===== src/rtl/mtimer_pkg.sv =====
// Shared definitions for the machine timer: register offsets, CTRL bit
// positions, reset constants and the byte-lane write merge helper.
package mtimer_pkg;

    localparam logic [2:0] MTIME_LO_OFF    = 3'd0;
    localparam logic [2:0] MTIME_HI_OFF    = 3'd1;
    localparam logic [2:0] MTIMECMP_LO_OFF = 3'd2;
    localparam logic [2:0] MTIMECMP_HI_OFF = 3'd3;
    localparam logic [2:0] CTRL_OFF        = 3'd4;

    localparam int CTRL_CNT_EN = 0;
    localparam int CTRL_IRQ_EN = 1;

    localparam logic [63:0] MTIMECMP_RST = 64'hFFFF_FFFF_FFFF_FFFF;
    localparam logic [1:0]  CTRL_RST     = 2'b11;

    // Replace each byte of old_val whose enable bit is set with the byte of new_val.
    function automatic logic [31:0] be_merge(
        input logic [31:0] old_val,
        input logic [31:0] new_val,
        input logic [3:0]  be
    );
        logic [31:0] res;
        res = old_val;
        for (int i = 0; i < 4; i++) begin
            if (be[i]) begin
                res[8*i +: 8] = new_val[8*i +: 8];
            end
        end
        return res;
    endfunction

endpackage


===== src/rtl/timer_prescaler.sv =====
// Divides the core clock down to mtime increment ticks; the count is held at
// zero while disabled and restarts from zero whenever software rewrites mtime.
module timer_prescaler #(
    parameter int PRESCALE = 1
) (
    input  logic clk_i,
    input  logic rstn_i,
    input  logic en_i,
    input  logic clr_i,
    output logic tick_o
);

    localparam int PCNT_W = (PRESCALE > 1) ? $clog2(PRESCALE) : 1;
    localparam logic [PCNT_W-1:0] PCNT_LAST = PCNT_W'(PRESCALE - 1);

    logic [PCNT_W-1:0] pcnt_reg;

    always_ff @(posedge clk_i or negedge rstn_i) begin
        if (!rstn_i) begin
            pcnt_reg <= '0;
        end else if (clr_i || !en_i || (pcnt_reg == PCNT_LAST)) begin
            pcnt_reg <= '0;
        end else begin
            pcnt_reg <= pcnt_reg + PCNT_W'(1);
        end
    end

    // A clearing write to mtime takes precedence over the tick in the same cycle.
    assign tick_o = en_i & ~clr_i & (pcnt_reg == PCNT_LAST);

endmodule


===== src/rtl/mtimer.sv =====
// RISC-V machine timer on the data-memory port: 64-bit mtime/mtimecmp with
// prescaled counting, a tear-free high-half shadow and a level timer interrupt.
module mtimer
    import mtimer_pkg::*;
#(
    parameter int PRESCALE = 1,
    parameter int ADDR_W   = 30
) (
    input  logic              clk_i,
    input  logic              rstn_i,
    input  logic              ena_i,
    input  logic              read_i,
    input  logic [ADDR_W-1:0] addr_i,
    input  logic [3:0]        wsel_byte_i,
    input  logic [31:0]       wdata_i,
    output logic [31:0]       rdata_o,
    output logic              irq_timer_o
);

    logic [63:0] mtime_reg, mtime_next;
    logic [63:0] mtimecmp_reg, mtimecmp_next;
    logic [1:0]  ctrl_reg, ctrl_next;
    logic [31:0] hi_shadow_reg;
    logic [31:0] rdata_reg, rdata_next;
    logic        irq_reg;

    logic [2:0]  off;
    logic        wr_en, rd_en;
    logic        wr_mtime_lo, wr_mtime_hi, wr_cmp_lo, wr_cmp_hi, wr_ctrl;
    logic        tick;
    logic        unused_addr;

    assign off         = addr_i[2:0];
    assign unused_addr = ^addr_i[ADDR_W-1:3];
    assign wr_en       = ena_i & (|wsel_byte_i);
    assign rd_en       = ena_i & read_i;

    assign wr_mtime_lo = wr_en && (off == MTIME_LO_OFF);
    assign wr_mtime_hi = wr_en && (off == MTIME_HI_OFF);
    assign wr_cmp_lo   = wr_en && (off == MTIMECMP_LO_OFF);
    assign wr_cmp_hi   = wr_en && (off == MTIMECMP_HI_OFF);
    assign wr_ctrl     = wr_en && (off == CTRL_OFF);

    timer_prescaler #(
        .PRESCALE (PRESCALE)
    ) u_prescaler (
        .clk_i  (clk_i),
        .rstn_i (rstn_i),
        .en_i   (ctrl_reg[CTRL_CNT_EN]),
        .clr_i  (wr_mtime_lo | wr_mtime_hi),
        .tick_o (tick)
    );

    always_comb begin
        mtime_next = mtime_reg;
        if (wr_mtime_lo) begin
            mtime_next[31:0] = be_merge(mtime_reg[31:0], wdata_i, wsel_byte_i);
        end else if (wr_mtime_hi) begin
            mtime_next[63:32] = be_merge(mtime_reg[63:32], wdata_i, wsel_byte_i);
        end else if (tick) begin
            mtime_next = mtime_reg + 64'd1;
        end
    end

    always_comb begin
        mtimecmp_next = mtimecmp_reg;
        if (wr_cmp_lo) begin
            mtimecmp_next[31:0] = be_merge(mtimecmp_reg[31:0], wdata_i, wsel_byte_i);
        end else if (wr_cmp_hi) begin
            mtimecmp_next[63:32] = be_merge(mtimecmp_reg[63:32], wdata_i, wsel_byte_i);
        end
    end

    always_comb begin
        ctrl_next = ctrl_reg;
        if (wr_ctrl && wsel_byte_i[0]) begin
            ctrl_next = wdata_i[1:0];
        end
    end

    // Read mux sees pre-write register values, so a same-cycle write is not reflected.
    always_comb begin
        rdata_next = rdata_reg;
        if (rd_en) begin
            case (off)
                MTIME_LO_OFF:    rdata_next = mtime_reg[31:0];
                MTIME_HI_OFF:    rdata_next = hi_shadow_reg;
                MTIMECMP_LO_OFF: rdata_next = mtimecmp_reg[31:0];
                MTIMECMP_HI_OFF: rdata_next = mtimecmp_reg[63:32];
                CTRL_OFF:        rdata_next = {30'd0, ctrl_reg};
                default:         rdata_next = 32'd0;
            endcase
        end
    end

    always_ff @(posedge clk_i or negedge rstn_i) begin
        if (!rstn_i) begin
            mtime_reg     <= 64'd0;
            mtimecmp_reg  <= MTIMECMP_RST;
            ctrl_reg      <= CTRL_RST;
            hi_shadow_reg <= 32'd0;
            rdata_reg     <= 32'd0;
            irq_reg       <= 1'b0;
        end else begin
            mtime_reg    <= mtime_next;
            mtimecmp_reg <= mtimecmp_next;
            ctrl_reg     <= ctrl_next;
            rdata_reg    <= rdata_next;
            if (rd_en && (off == MTIME_LO_OFF)) begin
                hi_shadow_reg <= mtime_reg[63:32];
            end
            irq_reg <= ctrl_reg[CTRL_IRQ_EN] & (mtime_reg >= mtimecmp_reg);
        end
    end

    assign rdata_o     = rdata_reg;
    assign irq_timer_o = irq_reg;

endmodule

===== config.mk =====
export PLATFORM = sky130hd
export DESIGN_NAME = mtimer
export DESIGN_NICKNAME = d
export VERILOG_FILES = /design/src/rtl/mtimer_pkg.sv /design/src/rtl/timer_prescaler.sv /design/src/rtl/mtimer.sv
export SDC_FILE = /design/constraint.sdc
export NUM_CORES = 1
export LEC_CHECK = 0
export BUFFER_PORTS_ARGS = -buffer_cell sky130_fd_sc_hd__buf_2
export CORE_ASPECT_RATIO = 0.8
export CORE_UTILIZATION = 54
export DETAILED_ROUTE_END_ITERATION = 10
export PLACE_DENSITY_LB_ADDON = 0.1
export SYNTH_ARGS = -nofsm -noshare
export SYNTH_HDL_FRONTEND = slang
export SYNTH_HIERARCHICAL = 1
export SYNTH_SLANG_ARGS = --single-unit
export TNS_END_PERCENT = 50

===== constraint.sdc =====
create_clock -name clk_i -period 2.9 [get_ports clk_i]
set_clock_uncertainty 0.2 [all_clocks]
set_input_delay 0.435 -clock clk_i [delete_from_list [all_inputs] [get_ports clk_i]]
set_output_delay 0.435 -clock clk_i [all_outputs]
set_load 0.02 [all_outputs]

# Word level (Yosys, flattened, before mapping)
# Cells that the tools add are included.
[classes] n_eq_ne=13 n_lt_le_gt_ge=1 addsub=2 n_mux=10 reduce_logical=30 n_bitwise=10
[ops] op="$pmux 32 s5" n=1
[ops] op="$mux 32" n=3
[ops] op="$add 64x1->64 const B" n=1
[ops] op="$ge 64x64->1" n=1
[ops] op="$mux 64" n=1
[ops] op="$reduce_and 3->1" n=12
[ops] op="$mux 8" n=4
[ops] op="$ne 2x2->1 const B" n=9
[ops] op="$reduce_and 2->1" n=4
[ops] op="$logic_and 1x1->1" n=7
[ops] op="$eq 3x2->1 const B" n=2
[ops] op="$and 1x1->1" n=5
[ops] op="$not 1->1" n=4
[ops] op="$reduce_bool 2->1" n=2
[ops] op="$reduce_or 4->1" n=1
[ops] op="$eq 3x1->1 const B" n=1
[ops] op="$eq 3x3->1 const B" n=1
[ops] op="$logic_not 3->1" n=1
[ops] op="$logic_or 1x1->1" n=2
[ops] op="$add 1x1->1 const B" n=1
[ops] op="$logic_not 1->1" n=1
[ops] op="$mux 1" n=1
[ops] op="$or 1x1->1" n=1
[totals] output_inout_bits=33 in_bits=70 ff_bits=196 elab_cells=87

# Longest topological paths before layout
[depth] word_depth=10 ltp_mapped=13 depth_no_buf=9

# Modules after synthesis
# The synthesis kept the hierarchy.
[by_module_without_submodules] module="mtimer" area_each_um2=11099.4 cells_each=1179 seq_area_each_um2=4962.3 n_inst=1
[by_module_without_submodules] module="timer_prescaler" area_each_um2=41.3 cells_each=3 seq_area_each_um2=25.0 n_inst=1

# Worst setup path after synthesis
# OpenSTA, ideal clock, no wires.
[synth_timing] path_type="input port to flip-flop" startpoint="in wsel_byte_i[1]" endpoint="reg mtime_reg[25]" t_required_ns=2.564 slack_ns=-0.338 cell_stages=13 arrival_time_ns=2.902 n_path_buf=5 setup_time_ns=0.136 path_cell_list="clkbuf_1 > o41a_1 > nand2_1 > clkbuf_1 > clkbuf_1 > nand2_1 > nor3b_2 > and3_1 > clkbuf_1 > a21oi_1 > clkbuf_1 > o21ai_0 > o21ai_0"
[synth_between] elab_chain_len=9 word_cells_on_any_way=13 classes_between="2 x eq/ne; 1 x mux; 5 x bitwise; 5 x reduce/logical"
[synth_lines] element="start, declared" line="mtimer.sv:14" text="input logic [3:0] wsel_byte_i,"
[synth_lines] element="$reduce_or 4->1 (*)" line="mtimer.sv:35" text="assign wr_en = ena_i & (|wsel_byte_i);"
[synth_lines] element="$and 1x1->1 (*)" line="mtimer.sv:35"
[synth_lines] element="$logic_and 1x1->1 (on tied branches)" line="mtimer.sv:38, mtimer.sv:39"
[synth_lines] element="$or 1x1->1 (*)" line="mtimer.sv:50" text=".clr_i (wr_mtime_lo | wr_mtime_hi),"
[synth_lines] element="$not 1->1 (*)" line="timer_prescaler.sv:29" text="assign tick_o = en_i & ~clr_i & (pcnt_reg == PCNT_LAST);"
[synth_lines] element="$and 1x1->1 (*) (2 in a row)" line="timer_prescaler.sv:29"
[synth_lines] element="named net tick" line="mtimer.sv:30" text="logic tick;"
[synth_lines] element="$reduce_bool 2->1 (no line) (*)"
[synth_lines] element="$reduce_and 3->1 (no line) (*)"
[synth_lines] element="end signal, assigned" line="mtimer.sv:105" text="mtime_reg <= mtime_next;"
[synth_lines] element="end, declared" line="mtimer.sv:20" text="logic [63:0] mtime_reg, mtime_next;"
# The timed path passes the listed nets; every way through them passes the cells marked *.
# A chain may end at the register's enable or synchronous reset.

# Final worst setup path
[layout_timing] startpoint="reg mtime_reg[12]" endpoint="reg mtime_reg[53]"
[layout_between] elab_chain_len=3
[layout_lines] element="$add 64x1->64" line="mtimer.sv:61" text="mtime_next = mtime_reg + 64'd1;"
[layout_lines] element="$mux 64" line="mtimer.sv:60" text="end else if (tick) begin"
[layout_lines] element="$mux 32" line="mtimer.sv:58" text="end else if (wr_mtime_hi) begin"
# No other way between the ends. The select of a mux whose other input is x is not followed.

==> summary by stage <==
Clocking
In this run, CTS created clock tree buffers numbering 17. The H-tree was split into 4 levels. The number of clock sinks seen by CTS is 196. The clock passes through at most 2 buffers. Clock-pin slew was measured on the worst setup and hold paths at 0.08 ns. The insertion delay to the later sink of the worst-skew pair is 0.45 ns. The tree is rooted in a sky130_fd_sc_hd__clkbuf_16. The TritonCTS clock tree is done.

Setup path
The source of the critical timing path is mtime_reg[12]. At the worst endpoint, the required time is 3.03 ns. The depth of the most critical reg-to-reg path is 8. Data on the critical path arrives at its endpoint at 3.12 ns. STA classifies the critical path endpoint as a register.

The kind of critical path is reg -> reg. The endpoint identified for the worst register-to-register timing path is mtime_reg[53]. The type of origin of the critical path is a register. In this run the worst setup path terminates at mtime_reg[53]. Across all register-to-register paths, the minimum setup slack is -0.1 ns.

The highest net fanout along the worst path is 6. The worst register-to-register path begins at mtime_reg[12].

Floorplan
Once the floorplan was initialized, standard cells occupied 55.6% of the core. The full die area is 21200 um^2. The row count is 46. The height of the chip is 130 um.

The area of the core region is 20000 um^2. The die is 163 um wide. The count of pins on the block boundary is 103.

Layout
Summing all non-filler instances in the final layout gives an area of 13300 um^2. The count of cells in the finished layout, fillers not included, comes to 1616. The total number of nets in the final design is 1473. In the final layout, the share of cells above drive strength 1 is 30.1%. From synthesis to final layout, the design area changed by 19.6%.

Timing
At the pin with the least slew margin, the transition time is 0.745 ns. The worst setup margin is -0.0974 ns. Setup violations remaining at the end of the flow were counted as 8. The final period utilization is 103%. The top achievable clock speed is 334 MHz.

On the final layout, the worst hold slack is 0.0482 ns. The sum of negative setup slack is -0.415 ns. The final number of hold-violating endpoints came to 0. Setup repair after global routing could not meet its margin everywhere. The tightest slew margin relative to the limit is 50.3%.

The shortest clock period the worst path allows after layout is 3.00 ns. The number of slew-limit violations in the final report is 0.

Place
The area of placed instances is 12600 um^2. The number of placed instances, taps included, is 1576. The total half-perimeter wirelength after legalization and detailed placement is 24900 um. The placement-stage worst setup slack is -0.214 ns. Buffers placed on the I/O ports in this run total 75. At the end of routability-driven placement, the weighted congestion stood at 0.948.

Power and ir drop
For this design the static power due to leakage is 6.02 nW. The worst-case IR drop observed on VDD is 0.000350 V. Power spread over the standard cell area amounts to 731 nW/um^2.

Synth
For this run, the leading register cell type out of synthesis is sky130_fd_sc_hd__dfrtp_1. Counting every net in the synthesized netlist gives 1317. The share of the synthesized netlist area taken by xor and xnor gates is 0%. The number of synthesized register bits is 196.

Counting every instance in the synthesized netlist gives 1182. After Yosys synthesis, full adders, half adders and majority gates account for 7.30% of the synthesized area. The portion of synthesized area spent on multiplexers is 8.49%.

The post-synthesis area per instance is 9.43 um^2. The count of cell types in the netlist is 51. The area share of and/or/nand/nor cells after synthesis is 13.0%. The dominant combinational cell family by area after synthesis is compound AO/OA/AOI/OAI gates.

The fraction of synthesis flops using an asynchronous set or reset pin is 100%. During synthesis, Yosys emitted a total of 6 warnings. The portion of the post-synthesis area used by sequential elements is 44.8%. The count of flip-flops with a built-in enable after synthesis is 0.

Summing the areas of all compound-gate instances in the mapped netlist gives 21.7% of the synthesized area. The total standard cell area after synthesis is 11100 um^2.

Global route
The total congestion overflow is 0. The first global-routing pass estimated 53800 um of wire. Global routing used 33.5% of the available tracks.

The number of global-route vias before repair is 9506. Entering global routing, the biggest net connects 76 pins. The initial antenna violation count came to 1.

Run status
The checks that failed: negative setup slack. The flow ran to the end, but the final reports show violations.

Route
After detailed routing, the total wire length is 34600 um. The via total after detailed routing is 10200. Before antenna repair, the detailed router went through 6 iterations. The post-detailed-route DRC marker count is 0.

Using the TritonRoute via totals, the vias-per-cell ratio works out to 6.31. The remaining antenna violation count after routing is 0. The per-cell routed wire length is 21.4 um. The detailed router finished its first iteration with 1227 violations.

Worst hold path
The path class of the tightest hold or removal check is in -> reg.

Flow run
Across the run, the number of max-cap violations was 0.
-- cells in the mapped netlist (7+ instances only) --
cell type / number / area share [%]
sky130_fd_sc_hd__a211oi_1: 9 / 0.61
sky130_fd_sc_hd__a21o_1: 8 / 0.54
sky130_fd_sc_hd__a21oi_1: 126 / 5.7
sky130_fd_sc_hd__a221oi_1: 31 / 2.4
sky130_fd_sc_hd__a22o_1: 30 / 2.4
sky130_fd_sc_hd__a31oi_1: 10 / 0.56
sky130_fd_sc_hd__and3_1: 16 / 0.90
sky130_fd_sc_hd__and4_1: 7 / 0.55
sky130_fd_sc_hd__clkbuf_1: 59 / 2.0
sky130_fd_sc_hd__dfrtp_1: 130 / 29
sky130_fd_sc_hd__dfstp_2: 66 / 16
sky130_fd_sc_hd__ha_1: 65 / 7.3
sky130_fd_sc_hd__inv_1: 76 / 2.6
sky130_fd_sc_hd__mux2_2: 84 / 8.5
sky130_fd_sc_hd__nand2_1: 125 / 4.2
sky130_fd_sc_hd__nand3_1: 46 / 2.1
sky130_fd_sc_hd__nand4_1: 15 / 0.84
sky130_fd_sc_hd__nor2_1: 55 / 1.9
sky130_fd_sc_hd__nor3_1: 11 / 0.49
sky130_fd_sc_hd__o21ai_0: 105 / 4.7
sky130_fd_sc_hd__o22a_1: 8 / 0.63
sky130_fd_sc_hd__o22ai_1: 28 / 1.6
sky130_fd_sc_hd__o31ai_1: 7 / 0.47
sky130_fd_sc_hd__o32ai_1: 8 / 0.63
-- cell families after synthesis --
kind of cell / count (synthesis)
DFF: 196
other: 1
buffers and inverters: 140
AOI/OAI and AO/OA: 390
muxes: 84
adders and majority gates: 65
and+or+nand+nor: 306
-- worst min path at each step --
stage	start	to	slack, ns	cells past startpoint
floorplan	rstn_i	hi_shadow_reg[0]	-0.06	0
global placement	rdata_o[31]	rdata_o[31]	0.26	2
detailed placement	rdata_o[0]	rdata_o[0]	0.27	2
CTS	wdata_i[5]	mtimecmp_reg[5]	0.04	3
global route	wdata_i[5]	mtimecmp_reg[5]	0.05	3
finish	wdata_i[5]	mtimecmp_reg[5]	0.05	3
-- layout make-up --
| cell class | count | area, um^2 |
|---|---|---|
| antenna | 1 | 2.50 |
| clock inverter | 12 | 125 |
| inverter | 76 | 285 |
| multi-input combinational | 846 | 5760 |
| timing repair buffer | 201 | 1390 |
| fill | 1669 | 6710 |
| sequential | 196 | 4990 |
| tap | 264 | 330 |
| clock buffer | 20 | 447 |
-- critical path, cell delays in order, from the launching register on --
cell	delay, ns
sky130_fd_sc_hd__dfrtp_1	0.37
sky130_fd_sc_hd__nand4_2	0.14
sky130_fd_sc_hd__or4_4	0.56
sky130_fd_sc_hd__or4_4	0.50
sky130_fd_sc_hd__or4_4	0.48
sky130_fd_sc_hd__buf_6	0.16
sky130_fd_sc_hd__or3_4	0.32
sky130_fd_sc_hd__o21ai_1	0.08
sky130_fd_sc_hd__a21oi_1	0.08
-- layer usage --
metal	vias up	global-route usage [%]	part of all wire, %
met1	4978	49.6	46
met2	491	49.1	43
met3	62	7.35	9.3
met4	0	10.2	1.8
met5	-	0	0
li1	4671	-	-
-- report_power, final --
| group | internal, mW | leakage [nW] | switching, mW |
|---|---|---|---|
| registers | 3.55 | 2.38 | 0.556 |
| clock network | 1.23 | 0.269 | 1.15 |
| logic | 1.45 | 3.37 | 1.81 |
| total | 6.22 | 6.02 | 3.51 |
-- stage by stage --
| stage | total power [mW] | utilization, % |
|---|---|---|
| final | 9.73 | 66.5 |
| after global routing | 10.3 | 66.5 |
| after CTS | 9.63 | 66.1 |
| after detailed placement | 7.20 | 62.8 |
| after global placement | 7.09 | 62.8 |
| after floorplan | 5.81 | - |
-- layout by cell type (no fill, tap or decap), drive strengths merged, types with 55 or more instances in the layout --
cell type / n
a21oi: 126
nand2: 125
buf: 199
o21ai: 105
dfrtp: 130
dfstp: 66
ha: 65
nor2: 55
mux2: 84
inv: 80
-- timing repair --
action,4_1_cts,5_1_grt
gates resized for setup,10,14
buffers inserted,5,1
pin swaps,5,5
hold buffers,1,0
setup endpoints to repair,10,12
hold endpoints to repair,48,0
No activity file was read; power rests on OpenSTA's default activity.
